`config.mk`:
```
export PLATFORM = sky130hd
export DESIGN_NAME = instruction_fetch_stage_flat
export DESIGN_NICKNAME = d
export VERILOG_FILES = /design/src/rtl/instruction_fetch_stage_pkg.sv /design/src/rtl/instruction_fetch_stage_if.sv /design/src/rtl/instruction_fetch_stage_pc_next_select.sv /design/src/rtl/instruction_fetch_stage.sv /design/src/flat_wrapper.sv
export SDC_FILE = /design/constraint.sdc
export NUM_CORES = 1
export LEC_CHECK = 0
export BUFFER_PORTS_ARGS = -buffer_cell sky130_fd_sc_hd__buf_4
export CAP_MARGIN = 20
export CORE_ASPECT_RATIO = 1.5
export CORE_MARGIN = 3
export CORE_UTILIZATION = 51
export CTS_CLUSTER_DIAMETER = 100
export CTS_CLUSTER_SIZE = 24
export DETAILED_ROUTE_END_ITERATION = 10
export GPL_TIMING_DRIVEN = 0
export PLACE_DENSITY = 0.86
export SKIP_LAST_GASP = 1
export SYNTH_ARGS = -nofsm -noshare
export SYNTH_HDL_FRONTEND = slang
export SYNTH_SLANG_ARGS = --single-unit
```
`constraint.sdc`:
```
create_clock -name clk -period 6 [get_ports clk]
set_input_delay 0.9 -clock clk [delete_from_list [all_inputs] [get_ports clk]]
set_output_delay 0.9 -clock clk [all_outputs]
set_load 0.005 [all_outputs]
```
`src/rtl/instruction_fetch_stage_pkg.sv`:
```
// Shared CPU definitions: instruction encodings, fetch reset/bubble values,
// redirect-source encoding and small PC helpers used by the fetch stage.
package cpu_defs;

    localparam logic [31:0] RESET_PC  = 32'h0000_0000;
    // sll $0,$0,0 -- all-zero so jump detection downstream sees nothing
    localparam logic [31:0] NOP_INSTR = 32'h0000_0000;

    localparam logic [5:0] OP_RTYPE = 6'h00;
    localparam logic [5:0] OP_J     = 6'h02;
    localparam logic [5:0] OP_JAL   = 6'h03;
    localparam logic [5:0] OP_BEQ   = 6'h04;
    localparam logic [5:0] OP_BNE   = 6'h05;
    localparam logic [5:0] OP_ADDI  = 6'h08;
    localparam logic [5:0] OP_XORI  = 6'h0E;
    localparam logic [5:0] OP_LW    = 6'h23;
    localparam logic [5:0] OP_SW    = 6'h2B;

    localparam logic [5:0] FUNCT_JR  = 6'h08;
    localparam logic [5:0] FUNCT_ADD = 6'h20;
    localparam logic [5:0] FUNCT_SUB = 6'h22;
    localparam logic [5:0] FUNCT_SLT = 6'h2A;

    typedef enum logic [1:0] {
        SRC_SEQ    = 2'd0,
        SRC_JUMP   = 2'd1,
        SRC_BRANCH = 2'd2,
        SRC_JR     = 2'd3
    } redirect_src_e;

    function automatic logic [31:0] word_align(input logic [31:0] addr);
        return {addr[31:2], 2'b00};
    endfunction

    function automatic logic is_misaligned(input logic [1:0] low_bits);
        return low_bits != 2'b00;
    endfunction

endpackage

```
`src/rtl/instruction_fetch_stage_if.sv`:
```
// Fetch-stage bus: redirect/stall requests in, instruction memory port,
// and the IF/ID pipeline register contents out.
interface instruction_fetch_stage_if;

    logic        stall;
    logic        doesJump;
    logic [31:0] jumpAddress;
    logic        branchTaken;
    logic [31:0] branchTarget;
    logic        jrTaken;
    logic [31:0] jrTarget;
    logic [31:0] imemData;
    logic [31:0] imemAddr;
    logic [31:0] ifidInstruction;
    logic [31:0] ifidPcPlus4;
    logic        ifidValid;
    logic        misalignFault;

    // master is the fetch stage itself; slave is the rest of the pipeline/memory
    modport master (
        input  stall, doesJump, jumpAddress, branchTaken, branchTarget,
               jrTaken, jrTarget, imemData,
        output imemAddr, ifidInstruction, ifidPcPlus4, ifidValid, misalignFault
    );

    modport slave (
        output stall, doesJump, jumpAddress, branchTaken, branchTarget,
               jrTaken, jrTarget, imemData,
        input  imemAddr, ifidInstruction, ifidPcPlus4, ifidValid, misalignFault
    );

endinterface

```
`src/rtl/instruction_fetch_stage_pc_next_select.sv`:
```
// Next-PC priority mux: the oldest in-flight redirect wins (JR, then branch,
// then ID jump); with no redirect the PC advances or holds on a stall.
module pc_next_select
    import cpu_defs::*;
(
    input  logic [31:0]   pc,
    input  logic          stall,
    input  logic          doesJump,
    input  logic [31:0]   jumpAddress,
    input  logic          branchTaken,
    input  logic [31:0]   branchTarget,
    input  logic          jrTaken,
    input  logic [31:0]   jrTarget,
    output logic [31:0]   next_pc,
    output logic          redirect,
    output redirect_src_e source
);

    always_comb begin
        next_pc  = pc + 32'd4;
        redirect = 1'b0;
        source   = SRC_SEQ;
        if (jrTaken) begin
            next_pc  = word_align(jrTarget);
            redirect = 1'b1;
            source   = SRC_JR;
        end else if (branchTaken) begin
            next_pc  = word_align(branchTarget);
            redirect = 1'b1;
            source   = SRC_BRANCH;
        end else if (doesJump && !stall) begin
            // a stalled jump is re-presented when ID advances, so it redirects once
            next_pc  = word_align(jumpAddress);
            redirect = 1'b1;
            source   = SRC_JUMP;
        end else if (stall) begin
            next_pc  = pc;
        end
    end

endmodule

```
`src/rtl/instruction_fetch_stage.sv`:
```
// Fetch stage: program counter, IF/ID pipeline register and sticky JR
// misalignment flag, steered by pc_next_select.
module instruction_fetch_stage #(
    parameter logic [31:0] RESET_PC  = cpu_defs::RESET_PC,
    parameter logic [31:0] NOP_INSTR = cpu_defs::NOP_INSTR
) (
    input logic                         clk,
    input logic                         resetN,
    instruction_fetch_stage_if.master   bus
);
    import cpu_defs::*;

    logic [31:0]   pc;
    logic [31:0]   next_pc;
    logic          redirect;
    redirect_src_e source;

    logic [31:0]   ifid_instr;
    logic [31:0]   ifid_pc_plus4;
    logic          ifid_valid;
    logic          fault;

    pc_next_select u_pc_next_select (
        .pc           (pc),
        .stall        (bus.stall),
        .doesJump     (bus.doesJump),
        .jumpAddress  (bus.jumpAddress),
        .branchTaken  (bus.branchTaken),
        .branchTarget (bus.branchTarget),
        .jrTaken      (bus.jrTaken),
        .jrTarget     (bus.jrTarget),
        .next_pc      (next_pc),
        .redirect     (redirect),
        .source       (source)
    );

    always_ff @(posedge clk or negedge resetN) begin
        if (!resetN) begin
            pc <= RESET_PC;
        end else begin
            pc <= next_pc;
        end
    end

    // Any redirect squashes the slot being fetched; EX redirects beat a stall
    always_ff @(posedge clk or negedge resetN) begin
        if (!resetN) begin
            ifid_instr    <= NOP_INSTR;
            ifid_pc_plus4 <= 32'h0;
            ifid_valid    <= 1'b0;
        end else if (redirect) begin
            ifid_instr    <= NOP_INSTR;
            ifid_pc_plus4 <= 32'h0;
            ifid_valid    <= 1'b0;
        end else if (!bus.stall) begin
            ifid_instr    <= bus.imemData;
            ifid_pc_plus4 <= pc + 32'd4;
            ifid_valid    <= 1'b1;
        end
    end

    always_ff @(posedge clk or negedge resetN) begin
        if (!resetN) begin
            fault <= 1'b0;
        end else if (source == SRC_JR && is_misaligned(bus.jrTarget[1:0])) begin
            fault <= 1'b1;
        end
    end

    assign bus.imemAddr        = pc;
    assign bus.ifidInstruction = ifid_instr;
    assign bus.ifidPcPlus4     = ifid_pc_plus4;
    assign bus.ifidValid       = ifid_valid;
    assign bus.misalignFault   = fault;

endmodule
```
`src/flat_wrapper.sv`:
```
// flat-port wrapper written by rule: the top's interface ports become plain ports
module instruction_fetch_stage_flat import cpu_defs::*;
#(
    parameter logic [31:0] RESET_PC  = cpu_defs::RESET_PC,
    parameter logic [31:0] NOP_INSTR = cpu_defs::NOP_INSTR
)
  (clk, resetN, bus_stall, bus_doesJump, bus_jumpAddress, bus_branchTaken, bus_branchTarget, bus_jrTaken, bus_jrTarget, bus_imemData, bus_imemAddr, bus_ifidInstruction, bus_ifidPcPlus4, bus_ifidValid, bus_misalignFault);
  instruction_fetch_stage_if bus_i ();
  input logic clk;
  input logic resetN;
  input wire logic [$bits(bus_i.stall)-1:0] bus_stall;
  input wire logic [$bits(bus_i.doesJump)-1:0] bus_doesJump;
  input wire logic [$bits(bus_i.jumpAddress)-1:0] bus_jumpAddress;
  input wire logic [$bits(bus_i.branchTaken)-1:0] bus_branchTaken;
  input wire logic [$bits(bus_i.branchTarget)-1:0] bus_branchTarget;
  input wire logic [$bits(bus_i.jrTaken)-1:0] bus_jrTaken;
  input wire logic [$bits(bus_i.jrTarget)-1:0] bus_jrTarget;
  input wire logic [$bits(bus_i.imemData)-1:0] bus_imemData;
  output wire logic [$bits(bus_i.imemAddr)-1:0] bus_imemAddr;
  output wire logic [$bits(bus_i.ifidInstruction)-1:0] bus_ifidInstruction;
  output wire logic [$bits(bus_i.ifidPcPlus4)-1:0] bus_ifidPcPlus4;
  output wire logic [$bits(bus_i.ifidValid)-1:0] bus_ifidValid;
  output wire logic [$bits(bus_i.misalignFault)-1:0] bus_misalignFault;
  assign bus_i.stall = bus_stall;
  assign bus_i.doesJump = bus_doesJump;
  assign bus_i.jumpAddress = bus_jumpAddress;
  assign bus_i.branchTaken = bus_branchTaken;
  assign bus_i.branchTarget = bus_branchTarget;
  assign bus_i.jrTaken = bus_jrTaken;
  assign bus_i.jrTarget = bus_jrTarget;
  assign bus_i.imemData = bus_imemData;
  assign bus_imemAddr = bus_i.imemAddr;
  assign bus_ifidInstruction = bus_i.ifidInstruction;
  assign bus_ifidPcPlus4 = bus_i.ifidPcPlus4;
  assign bus_ifidValid = bus_i.ifidValid;
  assign bus_misalignFault = bus_i.misalignFault;
  instruction_fetch_stage #(.RESET_PC(RESET_PC), .NOP_INSTR(NOP_INSTR)) u_core (.clk(clk), .resetN(resetN), .bus(bus_i));
endmodule
```
==> results of run 1 <==
-- per-layer routing --
layer / global-route usage / up-vias / share of wire
met5: 0 / - / 0
met4: 0.225 / 0 / 0.061
li1: - / 2467 / -
met1: 0.410 / 2669 / 0.35
met3: 0.0619 / 87 / 0.10
met2: 0.604 / 396 / 0.49
-- report_power, final --
group / internal (µW) / switching (µW)
registers: 668 / 51.3
clock network: 306 / 253
logic: 168 / 174
-- cell families (layout without fill, tap and decap cells) --
logic type      after synthesis  in the layout
compound gates              179            179
xor+xnor                     23             23
fa+ha+maj                     1              1
buf+inv                      51            290
flops                        94             94
mux                           3              3
other cells                   1              4
simple gates                187            187
-- stage by stage --
stage	area, µm²	hold WS (ns)	worst slack, ns
finish	7150	0.481	3.05
global route	7150	0.495	2.92
CTS	7140	0.479	3.16
detailed placement	6860	0.454	2.77
global placement	6830	0.455	2.86
floorplan	5030	0.459	3.58
-- final cells by class --
type / count / share of cell area
clock inverter: 4 / 0.00385
buffer: 45 / 0.0261
timing repair buffer: 223 / 0.237
tap: 112 / 0.0196
clock buffer: 12 / 0.0359
multi-input combinational: 397 / 0.345
inverter: 6 / 0.00315
sequential: 94 / 0.329
-- sequential cells by signal, indices dropped and copies added (netlist names) --
signal / flops
u_core.bus.ifidInstruction: 32
u_core.bus.imemAddr: 30
u_core.bus.misalignFault: 1
u_core.bus.ifidValid: 1
u_core.bus.ifidPcPlus4: 30
-- placed cells by master (no fill, tap or decap), drive strengths merged, types with 12 or more instances in the layout --
cell,n
dfrtp,94
o21ai,47
nand2,69
clkbuf,49
a22o,39
o22ai,12
nor2,23
nand3,16
a21oi,31
xor2,16
buf,231
-- final timing paths --
| kind | cells past startpoint | slack (ns) | endpoint | from |
|---|---|---|---|---|
| setup / recovery | 7 | 3.05 | u_core.bus.imemAddr[20] | bus_doesJump |
| hold / removal | 1 | 0.48 | u_core.bus.misalignFault | u_core.bus.misalignFault |
| setup reg to reg | 6 | 3.12 | u_core.bus.imemAddr[18] | u_core.bus.imemAddr[2] |
| hold reg to reg | 1 | 0.48 | u_core.bus.misalignFault | u_core.bus.misalignFault |
| max in group asynchronous | 2 | 4.76 | u_core.bus.imemAddr[13] | resetN |
| min in group asynchronous | 1 | 0.57 | u_core.bus.imemAddr[31] | resetN |
==> results.sh, run 1 <==
export IMPL_status="complete, no violations"
export IMPL_tritoncts_num_buffers=9
export IMPL_ys_seq_area_frac=0.469
export IMPL_start_kind="input pin"
export IMPL_path_max_fanout=10
export IMPL_critPathTopFamily="buffers and inverters"
export IMPL_placedCellCount=876
export IMPL_yosysMostFrequentCell="dfrtp_1"
export IMPL_synth_edf_count=0
export IMPL_worst_path_most_repeated_cell="clkbuf_1"
export IMPL_drc=0
export IMPL_period_needed_ns=2.95
export IMPL_netlist_top_cell_by_area="dfrtp_1"
export IMPL_max_slew_worst_pin_slew_ns=1.10
export IMPL_drt_vias_per_instance=6.29
export IMPL_netlist_cell_type_count=59
export IMPL_vdd_drop_max_mv=0.174
export IMPL_layout_area_overhead_vs_synth_pct=42.4
export IMPL_ys_seq_elements=94
export IMPL_report_power_total_uw=1620
export IMPL_starting_utilization_of_the_core_area=0.533
export IMPL_synthesis_instances=539
export IMPL_timing_setup_tns_ns=0
export IMPL_die_area_um2=11100
export IMPL_post_cts_setup_buffers=0
export IMPL_port_buffers=221
export IMPL_fin_util=0.759
export IMPL_synth_compound_gate_area_share=0.245
export IMPL_timing_critical_path_slowest_stage_cell="clkbuf_1"
export IMPL_synth_async_sr_flop_share=1.00
export IMPL_top_cells_by_count_synth="94 x dfrtp_1, 69 x nand2_1, 47 x o21ai_0"
export IMPL_globalRouteOverflowTotal=0
export IMPL_crit_chain="clkbuf_1 > nor2b_1 > clkbuf_1 > nor2_1 > clkbuf_1 > o21ai_0 > a21oi_1"
export IMPL_max_clock_path_buffers=2
export IMPL_yosys_warnings=0
export IMPL_nets=911
export IMPL_tritoncts="built"
export IMPL_cts_htree_levels=3
export IMPL_rsz0062_at_grt="false"
export IMPL_finalSetupViolCount=0
export IMPL_drt_pass1_iterations=5
export IMPL_totalWireLength_um=20100
export IMPL_grt_antenna_before_repair=0
export IMPL_seqCellArea_um2=2350
export IMPL_detailed_place_hpwl_um=15100
export IMPL_netlist_top_cells_area="dfrtp_1 47%, a22o_1 6.8%, nand2_1 5.2%"
export IMPL_vias=5619
export IMPL_final_max_slew_violation_count=0
export IMPL_fmax_mhz=339
export IMPL_clk_pin_slew_worst_paths_ns=0.07
export IMPL_die_w_um=87.0
export IMPL_worst_setup_path_end_kind="flop"
export IMPL_clk_insertion_delay_late_ns=0.34
export IMPL_final_hold_violation_count=0
export IMPL_synthMuxAreaShare=0.00598
export IMPL_core_rowCount=43
export IMPL_ios=232
export IMPL_postCtsHoldBufs=0
export IMPL_main_combinational_cell_family_by_area_after_synthesis="compound AO/OA/AOI/OAI gates"
export IMPL_synth_xor_area_frac=0.0401
export IMPL_maxSlewHeadroom=0.262
export IMPL_synth_avg_cell_area_um2=9.31
export IMPL_dieHeight_um=127
export IMPL_post_synth_instance_area_um2=5020
export IMPL_routed_wire_length_per_instance_um=22.5
export IMPL_antenna_left=0
export IMPL_required_ns=6.27
export IMPL_n_fill_cell=695
export IMPL_post_route_period_util=0.491
export IMPL_dominantRegCellSynth="dfrtp_1"
export IMPL_cp_data_arrival_time_ns=3.22
export IMPL_leakage_uw=0.00339
export IMPL_layout_cells_sized_above_1=0.332
export IMPL_yosys_area_share_simple=0.195
export IMPL_core_region_area_um2=9420
export IMPL_detail_route_iter0_violations=495
export IMPL_grt_start_max_net_pins=54
export IMPL_yosysTopAreaCellShare=0.469
export IMPL_slowest_delay_ns=0.58
export IMPL_grt_pass1_wl_um=30200
export IMPL_antennaDiodeCount=0
export IMPL_vias_in_the_first_global_route=5612
export IMPL_grt_usage=0.357
export IMPL_fin_cells=893
export IMPL_clock_sink_count=94
export IMPL_cts_resized=0
export IMPL_global_placer_s_final_weighted_congestion=0.987
export IMPL_footprint_of_the_multi_input_gates_um2=2470
export IMPL_area_share_of_fa_ha_maj_cells_after_synthesis=0.00249
export IMPL_hold_path_class="flop to flop"
export IMPL_post_route_skew_ns=0.00783
export IMPL_pwr_density_cell_nw_per_um2=227
export IMPL_criticalPathCategory="input pin to flop"
export IMPL_critical_path_buf_inv_count=3
export IMPL_drv_max_cap_violation_count=0
export IMPL_clockRootBuffer="clkbuf_16"
No activity file was read; power rests on OpenSTA's default activity.
==> run 2: changes to the inputs <==
ABC_AREA = 1   (was unset)
CORE_UTILIZATION = 48   (was 51)
PLACE_DENSITY = 0.81   (was 0.86)
clock period = 2.9 ns   (was 6 ns; I/O delays follow)
==> run 2 against run 1 <==
Worst setup slack got worse by 2.2 ns. Wire length decreased by 4.0%. Sequential power increased by 110%. Critical path type is now flop to flop. Final area increased by 5.6%. Largest power group unchanged.
==> results.sh, run 2 <==
export IMPL_main_combinational_cell_family_by_area_after_synthesis="simple AND/OR/NAND/NOR gates"
export IMPL_cp_data_arrival_time_ns=2.33
export IMPL_post_synth_instance_area_um2=5350
export IMPL_period_needed_ns=2.08
export IMPL_cell_internal_power_uw=2420
export IMPL_path_max_fanout=6
export IMPL_synthesis_instances=709
export IMPL_ys_seq_elements=94
export IMPL_vias=5834
export IMPL_worst_setup_path_end_kind="flop"
export IMPL_core_region_area_um2=10700
export IMPL_core_rowCount=46
export IMPL_layout_area_overhead_vs_synth_pct=40.9
export IMPL_die_area_um2=12500
export IMPL_comb_power_share=0.215
export IMPL_drt_pass1_iterations=4
export IMPL_critPathTopFamily="simple AND/OR/NAND/NOR gates"
export IMPL_tritoncts="built"
export IMPL_routed_wl_met3_um=1310
export IMPL_clk_insertion_delay_late_ns=0.35
export IMPL_finalSetupViolCount=0
export IMPL_detail_route_iter0_violations=363
export IMPL_grt_usage=0.308
export IMPL_drc=0
export IMPL_footprint_of_the_multi_input_gates_um2=2590
export IMPL_yosysMostFrequentCell="nand2_1"
export IMPL_pwr_share_seq=0.435
export IMPL_port_buffers=223
export IMPL_vdd_drop_max_mv=0.300
export IMPL_grt_start_max_net_pins=68
export IMPL_grt_antenna_before_repair=0
export IMPL_post_cts_setup_buffers=0
export IMPL_mostFrequentLayoutCell="buf_4"
export IMPL_yosysTopAreaCellShare=0.440
export IMPL_timing_critical_path_slowest_stage_cell="dfrtp_1"
export IMPL_tritoncts_num_buffers=9
export IMPL_netlist_cell_type_count=34
export IMPL_met2WireLength_um=9870
export IMPL_dominantRegCellSynth="dfrtp_1"
export IMPL_max_clock_path_buffers=2
export IMPL_fin_util=0.705
export IMPL_rsz0062_at_grt="false"
export IMPL_starting_utilization_of_the_core_area=0.500
export IMPL_start_kind="flop"
export IMPL_vias_in_the_first_global_route=5672
export IMPL_netlist_top_cells_area="dfrtp_1 44%, nand2_1 14%, a22o_1 7.4%"
export IMPL_grt_pass1_wl_um=29600
export IMPL_global_placer_s_final_weighted_congestion=0.937
export IMPL_critical_path_buf_inv_count=0
export IMPL_globalRouteOverflowTotal=0
export IMPL_antenna_left=0
export IMPL_top_cells_by_count_synth="198 x nand2_1, 94 x dfrtp_1, 83 x nor2_1"
export IMPL_top_signal_layer_used="met4"
export IMPL_dieHeight_um=135
export IMPL_hold_path_class="input pin to asynchronous set/reset pin"
export IMPL_timing_setup_tns_ns=0
export IMPL_routed_wire_length_per_instance_um=17.6
export IMPL_leakage_uw=0.00413
export IMPL_highest_count_cells_in_the_layout_ignoring_fill_and_taps="232 x buf_4, 198 x nand2_1, 94 x dfrtp_1"
export IMPL_p_clk_frac=0.351
export IMPL_post_placement_worst_setup_slack_ns=0.854
export IMPL_wl_met1_um=7170
export IMPL_synth_xor_area_frac=0.0115
export IMPL_postCtsHoldBufs=0
export IMPL_nets=1082
export IMPL_largest_register_ff_count=32
export IMPL_required_ns=3.15
export IMPL_post_route_period_util=0.717
export IMPL_drv_max_cap_violation_count=0
export IMPL_n_fill_cell=955
export IMPL_fmax_mhz=481
export IMPL_final_hold_violation_count=0
export IMPL_area_share_of_fa_ha_maj_cells_after_synthesis=0.00234
export IMPL_clk_pin_slew_worst_paths_ns=0.07
export IMPL_netlist_top_cell_by_area="dfrtp_1"
export IMPL_ios=232
export IMPL_final_max_slew_violation_count=0
export IMPL_die_w_um=92.2
export IMPL_yosys_warnings=0
export IMPL_crit_chain="ha_1 > nand2_1 > nor2_1 > nand3b_1 > o21ai_0 > nand3_1 > nand2_1 > nand2_1 > nand2_1 > nand2_1"
export IMPL_cts_resized=0
export IMPL_clockRootBuffer="clkbuf_16"
export IMPL_post_route_skew_ns=0.0118
export IMPL_totalWireLength_um=19300
export IMPL_synthMuxAreaShare=0
export IMPL_antennaDiodeCount=0
export IMPL_criticalPathCategory="flop to flop"
export IMPL_ys_seq_area_frac=0.440
export IMPL_synth_async_sr_flop_share=1.00
export IMPL_timing_hold_ws_ns=0.000541
export IMPL_synth_avg_cell_area_um2=7.55
export IMPL_sw_frac_of_total=0.297
export IMPL_synth_edf_count=0
export IMPL_final_critical_path_setup_slack_ns=0.821
export IMPL_status="complete, no violations"
export IMPL_pwr_density_cell_nw_per_um2=455
export IMPL_net_switching_power_uw=1020
export IMPL_cts_htree_levels=3
export IMPL_max_slew_worst_pin_slew_ns=0.651
export IMPL_worst_path_most_repeated_cell="nand2_1"
export IMPL_maxSlewHeadroom=0.566
export IMPL_clock_sink_count=94
export IMPL_seqCellArea_um2=2350
export IMPL_detailed_place_hpwl_um=15000
export IMPL_layout_cells_sized_above_1=0.299
export IMPL_synth_compound_gate_area_share=0.199
export IMPL_yosys_area_share_simple=0.268
export IMPL_slowest_delay_ns=0.46
export IMPL_drt_vias_per_instance=5.32
==> run 2: layout make-up <==
class | instances | area share
plain buffers | 39 | 0.0270
clock buffers | 10 | 0.0304
clock inverters | 6 | 0.00912
inverters | 58 | 0.0289
multi-input cells | 521 | 0.343
flip-flops and latches | 94 | 0.312
well taps | 144 | 0.0239
repair buffers | 224 | 0.226
==> run 2: kinds of logic (layout without fill, tap and decap cells) <==
logic type                 count (synthesis)  after routing
adders and majority gates                  1              1
DFF                                       94             94
other                                      1              4
buffers and inverters                     97            337
xor gates and xnor gates                   7              7
AOI/OAI and AO/OA                        168            168
and+or+nand+nor                          341            341
==> run 2: power by group through the flow <==
stage | combinational (µW) | sequential (µW) | clock [µW]
detailed placement | 731 | 1510 | 0
CTS | 736 | 1490 | 1210
finish | 737 | 1490 | 1200
global placement | 717 | 1510 | 0
floorplan | 336 | 1490 | 0
global route | 815 | 1500 | 1270
==> run 2: per-stage QoR <==
stage,area (µm²),std cells,total power (µW)
floorplan,5360,712,1830
global placement,7220,1079,2230
detailed placement,7240,1080,2250
CTS,7540,1096,3440
global route,7540,1096,3590
finish,7540,1096,3430
==> run 2: worst paths after layout <==
check / startpoint / to / slack, ns / cells past startpoint
setup / recovery: u_core.bus.imemAddr[2] / u_core.bus.imemAddr[20] / 0.82 / 10
hold / removal: resetN / u_core.bus.ifidInstruction[31] / 0.0005 / 1
setup reg to reg: u_core.bus.imemAddr[2] / u_core.bus.imemAddr[20] / 0.82 / 10
hold reg to reg: u_core.bus.ifidPcPlus4[28] / u_core.bus.ifidPcPlus4[28] / 0.48 / 1
max in group asynchronous: resetN / u_core.bus.ifidPcPlus4[29] / 2.23 / 2
min in group clk: bus_imemData[25] / u_core.bus.ifidInstruction[25] / 0.29 / 2
==> run 2: layer usage <==
layer,global-route usage,vias to the layer above
li1,-,2796
met1,0.345,2707
met2,0.553,273
met3,0.0534,58
met4,0.168,0
met5,0,-
==> run 2: worst register-to-register path: stages (launching register included) <==
cell and delay, ns:
dfrtp_1 0.46, ha_1 0.28, nand2_1 0.07, nor2_1 0.21
nand3b_1 0.26, o21ai_0 0.28, nand3_1 0.14, nand2_1 0.10
nand2_1 0.05, nand2_1 0.06, nand2_1 0.05
